`src/rtl/ibex_pkg.sv`:
```
// Shared types for the load/store path: access sizes and controller states.
// Also holds the small decode helpers used by the LSU controller.
package ibex_pkg;

    typedef enum logic [1:0] {
        LSU_WORD = 2'b00,
        LSU_HALF = 2'b01,
        LSU_BYTE = 2'b10
    } lsu_type_e;

    typedef enum logic [2:0] {
        LS_IDLE,
        LS_WAIT_GNT1,
        LS_WAIT_RVALID1,
        LS_WAIT_GNT2,
        LS_WAIT_RVALID2
    } ls_fsm_e;

    function automatic logic lsu_is_split(
        input lsu_type_e  t,
        input logic [1:0] off
    );
        unique case (1'b1)
            (t == LSU_WORD): lsu_is_split = (off != 2'b00);
            (t == LSU_HALF): lsu_is_split = (off == 2'b11);
            default:         lsu_is_split = 1'b0;
        endcase
    endfunction

    function automatic logic [3:0] lsu_be_mask(input lsu_type_e t);
        unique case (1'b1)
            (t == LSU_WORD): lsu_be_mask = 4'b1111;
            (t == LSU_HALF): lsu_be_mask = 4'b0011;
            default:         lsu_be_mask = 4'b0001;
        endcase
    endfunction

endpackage

```
`src/rtl/ibex_load_data_align.sv`:
```
// Load data alignment: merges the two halves of a split access, picks the
// addressed byte/half/word and sign- or zero-extends it.
module ibex_load_data_align
    import ibex_pkg::*;
(
    input  logic [31:0] rdata_i,
    input  logic [23:0] rdata_hold_i,
    input  logic [1:0]  off_i,
    input  lsu_type_e   type_i,
    input  logic        sign_ext_i,
    input  logic        split_i,
    output logic [31:0] rdata_o
);

    logic [31:0] raw;

    // Split: window over {second word, upper 3 bytes of first word}
    always_comb begin
        raw = rdata_i;
        unique case (off_i)
            2'd1: raw = split_i ? {rdata_i[7:0], rdata_hold_i}
                                : {8'h00, rdata_i[31:8]};
            2'd2: raw = split_i ? {rdata_i[15:0], rdata_hold_i[23:8]}
                                : {16'h0000, rdata_i[31:16]};
            2'd3: raw = split_i ? {rdata_i[23:0], rdata_hold_i[23:16]}
                                : {24'h000000, rdata_i[31:24]};
            default: raw = rdata_i;
        endcase
    end

    always_comb begin
        unique case (type_i)
            LSU_BYTE: rdata_o = {{24{sign_ext_i & raw[7]}}, raw[7:0]};
            LSU_HALF: rdata_o = {{16{sign_ext_i & raw[15]}}, raw[15:0]};
            default:  rdata_o = raw;
        endcase
    end

endmodule

```
`src/rtl/ibex_load_store_ctrl.sv`:
```
// Load/store controller: issues one ID/EX memory request at a time on the
// data bus, splitting misaligned accesses into two word transactions.
module ibex_load_store_ctrl
    import ibex_pkg::*;
#(
    parameter bit ResetAll = 1'b0
) (
    input  logic        clk_i,
    input  logic        rst_ni,

    input  logic        lsu_req_i,
    input  logic        lsu_we_i,
    input  logic [1:0]  lsu_type_i,
    input  logic        lsu_sign_ext_i,
    input  logic [31:0] lsu_addr_i,
    input  logic [31:0] lsu_wdata_i,
    output logic        lsu_req_done_o,
    output logic        busy_o,

    output logic        data_req_o,
    input  logic        data_gnt_i,
    input  logic        data_rvalid_i,
    input  logic        data_err_i,
    output logic [31:0] data_addr_o,
    output logic        data_we_o,
    output logic [3:0]  data_be_o,
    output logic [31:0] data_wdata_o,
    input  logic [31:0] data_rdata_i,

    output logic [31:0] rf_wdata_lsu_o,
    output logic        rf_we_lsu_o,
    output logic        lsu_resp_valid_o,
    output logic        lsu_resp_err_o
);

    ls_fsm_e     state_q, state_d;

    logic        we_q;
    lsu_type_e   type_q;
    logic        sign_q;
    logic [31:0] addr_q;
    logic [31:0] wdata_q;
    logic [23:0] rdata_hold_q;

    logic        idle;
    logic        capture;
    logic        hold_en;
    logic        cur_we;
    lsu_type_e   cur_type;
    logic [31:0] cur_addr;
    logic [31:0] cur_wdata;
    logic [1:0]  off;
    logic        split;
    logic [7:0]  be_full;
    logic [31:0] wdata_rot;
    logic [31:0] addr_word;
    logic        part2;
    logic        resp_valid;
    logic [31:0] load_data;

    assign idle    = (state_q == LS_IDLE);
    assign capture = idle & lsu_req_i;
    assign hold_en = (state_q == LS_WAIT_RVALID1) & data_rvalid_i
                   & ~data_err_i & split;

    // In IDLE the bus is driven straight from ID/EX, afterwards from registers
    assign cur_we    = idle ? lsu_we_i : we_q;
    assign cur_type  = idle ? lsu_type_e'(lsu_type_i) : type_q;
    assign cur_addr  = idle ? lsu_addr_i : addr_q;
    assign cur_wdata = idle ? lsu_wdata_i : wdata_q;

    assign off      = cur_addr[1:0];
    assign split    = lsu_is_split(cur_type, off);
    assign be_full  = {4'b0000, lsu_be_mask(cur_type)} << off;
    assign addr_word = {cur_addr[31:2], 2'b00};

    always_comb begin
        unique case (off)
            2'd1:    wdata_rot = {cur_wdata[23:0], cur_wdata[31:24]};
            2'd2:    wdata_rot = {cur_wdata[15:0], cur_wdata[31:16]};
            2'd3:    wdata_rot = {cur_wdata[7:0], cur_wdata[31:8]};
            default: wdata_rot = cur_wdata;
        endcase
    end

    always_ff @(posedge clk_i or negedge rst_ni) begin
        if (!rst_ni) begin
            state_q <= LS_IDLE;
        end else begin
            state_q <= state_d;
        end
    end

    always_comb begin
        state_d = state_q;
        unique case (state_q)
            LS_IDLE: begin
                if (lsu_req_i) begin
                    state_d = data_gnt_i ? LS_WAIT_RVALID1 : LS_WAIT_GNT1;
                end
            end
            LS_WAIT_GNT1: begin
                if (data_gnt_i) state_d = LS_WAIT_RVALID1;
            end
            LS_WAIT_RVALID1: begin
                if (data_rvalid_i) begin
                    state_d = (data_err_i || !split) ? LS_IDLE : LS_WAIT_GNT2;
                end
            end
            LS_WAIT_GNT2: begin
                if (data_gnt_i) state_d = LS_WAIT_RVALID2;
            end
            LS_WAIT_RVALID2: begin
                if (data_rvalid_i) state_d = LS_IDLE;
            end
            default: state_d = LS_IDLE;
        endcase
    end

    always_comb begin
        data_req_o     = 1'b0;
        part2          = 1'b0;
        lsu_req_done_o = 1'b0;
        resp_valid     = 1'b0;
        unique case (state_q)
            LS_IDLE: begin
                data_req_o     = lsu_req_i;
                lsu_req_done_o = lsu_req_i & data_gnt_i & ~split;
            end
            LS_WAIT_GNT1: begin
                data_req_o     = 1'b1;
                lsu_req_done_o = data_gnt_i & ~split;
            end
            LS_WAIT_RVALID1: begin
                resp_valid     = data_rvalid_i & (data_err_i | ~split);
                lsu_req_done_o = data_rvalid_i & data_err_i & split;
            end
            LS_WAIT_GNT2: begin
                data_req_o     = 1'b1;
                part2          = 1'b1;
                lsu_req_done_o = data_gnt_i;
            end
            LS_WAIT_RVALID2: begin
                resp_valid = data_rvalid_i;
            end
            default: ;
        endcase
    end

    assign busy_o       = ~idle;
    assign data_addr_o  = data_req_o ? (part2 ? addr_word + 32'd4 : addr_word)
                                     : 32'h0;
    assign data_we_o    = data_req_o & cur_we;
    assign data_be_o    = data_req_o ? (part2 ? be_full[7:4] : be_full[3:0])
                                     : 4'b0000;
    assign data_wdata_o = data_req_o ? wdata_rot : 32'h0;

    assign lsu_resp_valid_o = resp_valid;
    assign lsu_resp_err_o   = resp_valid & data_err_i;
    assign rf_we_lsu_o      = resp_valid & ~we_q & ~data_err_i;
    assign rf_wdata_lsu_o   = rf_we_lsu_o ? load_data : 32'h0;

    ibex_load_data_align u_align (
        .rdata_i      (data_rdata_i),
        .rdata_hold_i (rdata_hold_q),
        .off_i        (addr_q[1:0]),
        .type_i       (type_q),
        .sign_ext_i   (sign_q),
        .split_i      (state_q == LS_WAIT_RVALID2),
        .rdata_o      (load_data)
    );

    generate
        if (ResetAll) begin : g_dp_rst
            always_ff @(posedge clk_i or negedge rst_ni) begin
                if (!rst_ni) begin
                    we_q         <= 1'b0;
                    type_q       <= LSU_WORD;
                    sign_q       <= 1'b0;
                    addr_q       <= 32'h0;
                    wdata_q      <= 32'h0;
                    rdata_hold_q <= 24'h0;
                end else begin
                    if (capture) begin
                        we_q    <= lsu_we_i;
                        type_q  <= lsu_type_e'(lsu_type_i);
                        sign_q  <= lsu_sign_ext_i;
                        addr_q  <= lsu_addr_i;
                        wdata_q <= lsu_wdata_i;
                    end
                    if (hold_en) rdata_hold_q <= data_rdata_i[31:8];
                end
            end
        end else begin : g_dp_norst
            always_ff @(posedge clk_i) begin
                if (capture) begin
                    we_q    <= lsu_we_i;
                    type_q  <= lsu_type_e'(lsu_type_i);
                    sign_q  <= lsu_sign_ext_i;
                    addr_q  <= lsu_addr_i;
                    wdata_q <= lsu_wdata_i;
                end
                if (hold_en) rdata_hold_q <= data_rdata_i[31:8];
            end
        end
    endgenerate

endmodule

```
`config.mk`:
```
export PLATFORM = sky130hd
export DESIGN_NAME = ibex_load_store_ctrl
export DESIGN_NICKNAME = d
export VERILOG_FILES = /design/src/rtl/ibex_pkg.sv /design/src/rtl/ibex_load_data_align.sv /design/src/rtl/ibex_load_store_ctrl.sv
export SDC_FILE = /design/constraint.sdc
export NUM_CORES = 1
export LEC_CHECK = 0
export CELL_PAD_IN_SITES_DETAIL_PLACEMENT = 0
export CELL_PAD_IN_SITES_GLOBAL_PLACEMENT = 1
export CORE_ASPECT_RATIO = 0.7
export CORE_MARGIN = 5
export CORE_UTILIZATION = 33
export CTS_CLUSTER_SIZE = 12
export DETAILED_ROUTE_END_ITERATION = 6
export PLACE_DENSITY = 0.81
export SLEW_MARGIN = 20
export SYNTH_ARGS = -nofsm -noshare
export SYNTH_HDL_FRONTEND = slang
export SYNTH_HIERARCHICAL = 1
export SYNTH_SLANG_ARGS = --single-unit
```
`constraint.sdc`:
```
create_clock -name clk_i -period 4.6 [get_ports clk_i]
set_input_delay 1.15 -clock clk_i [delete_from_list [all_inputs] [get_ports clk_i]]
set_output_delay 1.15 -clock clk_i [all_outputs]
set_load 0.02 [all_outputs]
```
==> results.cfg, run 1 <==
[synthesis]
synthCells = 903
synthesis.area_um2 = 7810
yosysTopAreaCellShare = 0.354
yosys.cell_count.top_type = nand2_1
synth.largest_area_cell = edfxtp_1
synth.avg_cell_area_um2 = 8.65
synth_cell_types = 66
ys_ff_latch = 95
synth_area_leaders = edfxtp_1 35%, mux2i_1 10%, nand2_1 7.2%
ys_top_cells_by_count = 149 x nand2_1, 95 x a21oi_1, 92 x edfxtp_1
synth_edf_count = 92
yosysSeqAreaShare = 0.363
synth_ff_type = edfxtp_1
synthArstFlopShare = 0.0316
synth_warnings = 6

[cts]
clk_pin_slew_ns = 0.07
clock-sinks = 95
cts_tree = done
clk_path_buf_depth = 2
cts_buffers = 9
cts.htree.levels = 3
insertion_delay_ns = 0.35
postCtsHoldBufs = 0
cts_root_buf = clkbuf_16

[sta]
relSlewSlack = 0.428
fin_skew_ns = 0.00341
max_slew.worst_pin.slew_ns = 0.859
drv_slew = 0
fin_crit_ns = 4.56
rsz0062_at_grt = false
post-route-period-util = 0.991
hold_violations = 0
fmax_ghz = 0.219
hold_slack_ns = 0.496
setup_viol = 0

[floorplan]
std_cell_rows = 47
coreArea_um2 = 23500
die_y_um = 139
die_area_um2 = 26900
boundaryPins = 213
die_x_um = 194
start_util = 0.333

[critical_path]
crit_fanout = 5
crit_path_cell_trace = clkdlybuf4s50_1 > mux2_4 > mux4_2 > a2bb2oi_4 > buf_12 > buf_4 > o21ai_2 > and2_1 > dlygate4sd2_1
max_stage_delay_ns = 0.53
required_ns = 3.45
worstRegToRegCells = 8
critPathKind = primary input to output port
crit_slowest_cell = mux4_2
cp-end-kind = output port
r2r_slack_ns = 1.79
crit_arrival_ns = 3.41
start_kind = primary input

[run]
maxCapViolations = 0

[route]
first_pass_iters = 5
vias = 7593
wire_per_inst_um = 17.9
ant_nets = 0
initialDrtViolationCount = 435
via_per_inst = 5.28
route.detailed.drc = 0
wirelength_um = 25700

[pwr]
p_switching_mw = 2.61
p_per_area_nw_per_um2 = 523
p_sw_frac = 0.463
vdd_drop_max_mv = 0.349
seq_power_share = 0.220
clkPwrFrac = 0.142
p_leak_nw = 4.17
share_comb_of_total_power = 0.638
internal_power_mw = 3.04

[layout]
finalNonFillerCells = 1439
n_antenna_cell = 0
drive_gt1_frac = 0.120
syn_to_final_growth_pct = 38.5
final_nets = 1225

[grt]
antenna_found_initial = 2
grt_usage = 0.183
grt_pass1_vias = 7230
grt_overflow_total = 0
grt_pass1_wl_um = 40300
grt_max_degree = 78

[placement]
dp_hpwl_um = 19200
gp_congestion = 0.843
io_buffer_count = 210
placedCellCount = 1422

[hold_path]
hold_path_class = register to register
holdPathStages = 1

[status]
outcome = completed
[worst paths after layout]
path,startpoint,endpoint
max,data_rdata_i[31],rf_wdata_lsu_o[28]
min,state_q[2],state_q[1]
max reg2reg,state_q[1],rdata_hold_q[11]
min reg2reg,state_q[2],state_q[1]
max in group asynchronous,rst_ni,state_q[0]
min in group asynchronous,rst_ni,state_q[1]
[repair_timing]
action,in CTS,in global routing
pin swaps,3,4
endpoints found under the setup margin,52,17
gates resized for setup,55,21
setup buffers,1,0
[state kept, by name (all words and copies together), names as in the netlist]
signal	count
state_q	3
wdata_q	32
type_q	2
rdata_hold_q	24
sign_q	1
addr_q	32
we_q	1
[critical path: cells and delay by family]
kind,cells,cell delay (ns)
buffers and inverters,4,1.03
and+or+nand+nor,1,0.14
AOI/OAI and AO/OA,2,0.25
muxes,2,0.83
[per-layer routing]
metal / track usage / vias up / part of all wire
met5: 0 / - / 0.0013
met4: 0.0337 / 4 / 0.011
met3: 0.0386 / 22 / 0.061
met2: 0.275 / 221 / 0.43
met1: 0.273 / 3586 / 0.49
li1: - / 3760 / -
[placed cells by master, fill, tap and decap left out, types with 7 or more instances in the layout]
cell             count
a211oi_1            49
a21oi_1             95
a22o_1              10
and2_1              38
and3_1               7
buf_4               63
clkbuf_16            9
clkbuf_2             8
clkdlybuf4s50_1    155
dlygate4sd2_1       40
edfxtp_1            92
inv_1                8
mux2_2              12
mux2i_1             80
nand2_1            149
nand3_1             17
nand4_1             14
nor2_1              46
nor2b_1             37
nor3_1              12
o211ai_1            14
o21ai_0             36
xnor2_1             12
[per-stage QoR]
stage / power (mW) / util / setup slack (ns) / TNS [ns] / instance area, µm²
floorplan: 3.49 / - / 0.181 / 0 / 7820
finish: 5.65 / 0.461 / 0.0393 / 0 / 10800
global route: 6.05 / 0.461 / 0.00265 / 0 / 10800
CTS: 5.70 / 0.462 / 0.0000979 / 0 / 10800
global placement: 4.92 / 0.450 / -0.304 / -6.40 / 10600
detailed placement: 4.92 / 0.450 / -0.320 / -7.25 / 10600
[logic make-up (layout without fill, tap and decap cells)]
logic type               Yosys count  after routing  share of synthesized area
AND/OR/NAND/NOR                  350            350                      0.220
adder cells (fa/ha/maj)            3              3                    0.00481
buffers and inverters             87            304                     0.0476
multiplexers                      98             98                      0.134
XOR/XNOR                          16             16                     0.0179
AO/OA/AOI/OAI                    253            253                      0.212
flip-flops                        95             95                      0.363
other                              1              2                   0.000480
[power groups by stage]
stage | logic [mW] | registers, mW | clock network, mW
6_report | 3.61 | 1.24 | 0.801
5_1_grt | 3.92 | 1.26 | 0.862
4_1_cts | 3.63 | 1.24 | 0.829
3_5_place_dp | 3.66 | 1.26 | 0
3_3_place_gp | 3.66 | 1.26 | 0
2_1_floorplan | 2.28 | 1.22 | 0
[area by class of cell]
class                   instances  area, µm²
fillers                      2296      12700
multi-input cells             722       4660
flip-flops and latches         95       2840
repair buffers                277       2570
well taps                     318        398
clock buffers                   9        225
clock inverters                 7       86.3
inverters                      11       41.3
Note: power is estimated with default switching activity, not from simulation.
==> run 2, diff against run 1 <==
--- a/config.mk
+++ b/config.mk
@@ -10,6 +10,7 @@
 export CORE_ASPECT_RATIO = 0.7
 export CORE_MARGIN = 5
 export CORE_UTILIZATION = 33
+export CTS_CLUSTER_DIAMETER = 200
 export CTS_CLUSTER_SIZE = 12
 export DETAILED_ROUTE_END_ITERATION = 6
 export PLACE_DENSITY = 0.81
==> results of run 2 <==
No change in the layout: final DEF, timing and power equal those of run 1.
==> run 3, diff against run 2 <==
--- a/config.mk
+++ b/config.mk
@@ -10,6 +10,7 @@
 export CORE_ASPECT_RATIO = 0.7
 export CORE_MARGIN = 5
 export CORE_UTILIZATION = 33
+export CTS_BUF_LIST = sky130_fd_sc_hd__clkbuf_16
 export CTS_CLUSTER_DIAMETER = 200
 export CTS_CLUSTER_SIZE = 12
 export DETAILED_ROUTE_END_ITERATION = 6
==> results of run 3 <==
No change in the layout: final DEF, timing and power equal those of run 1.
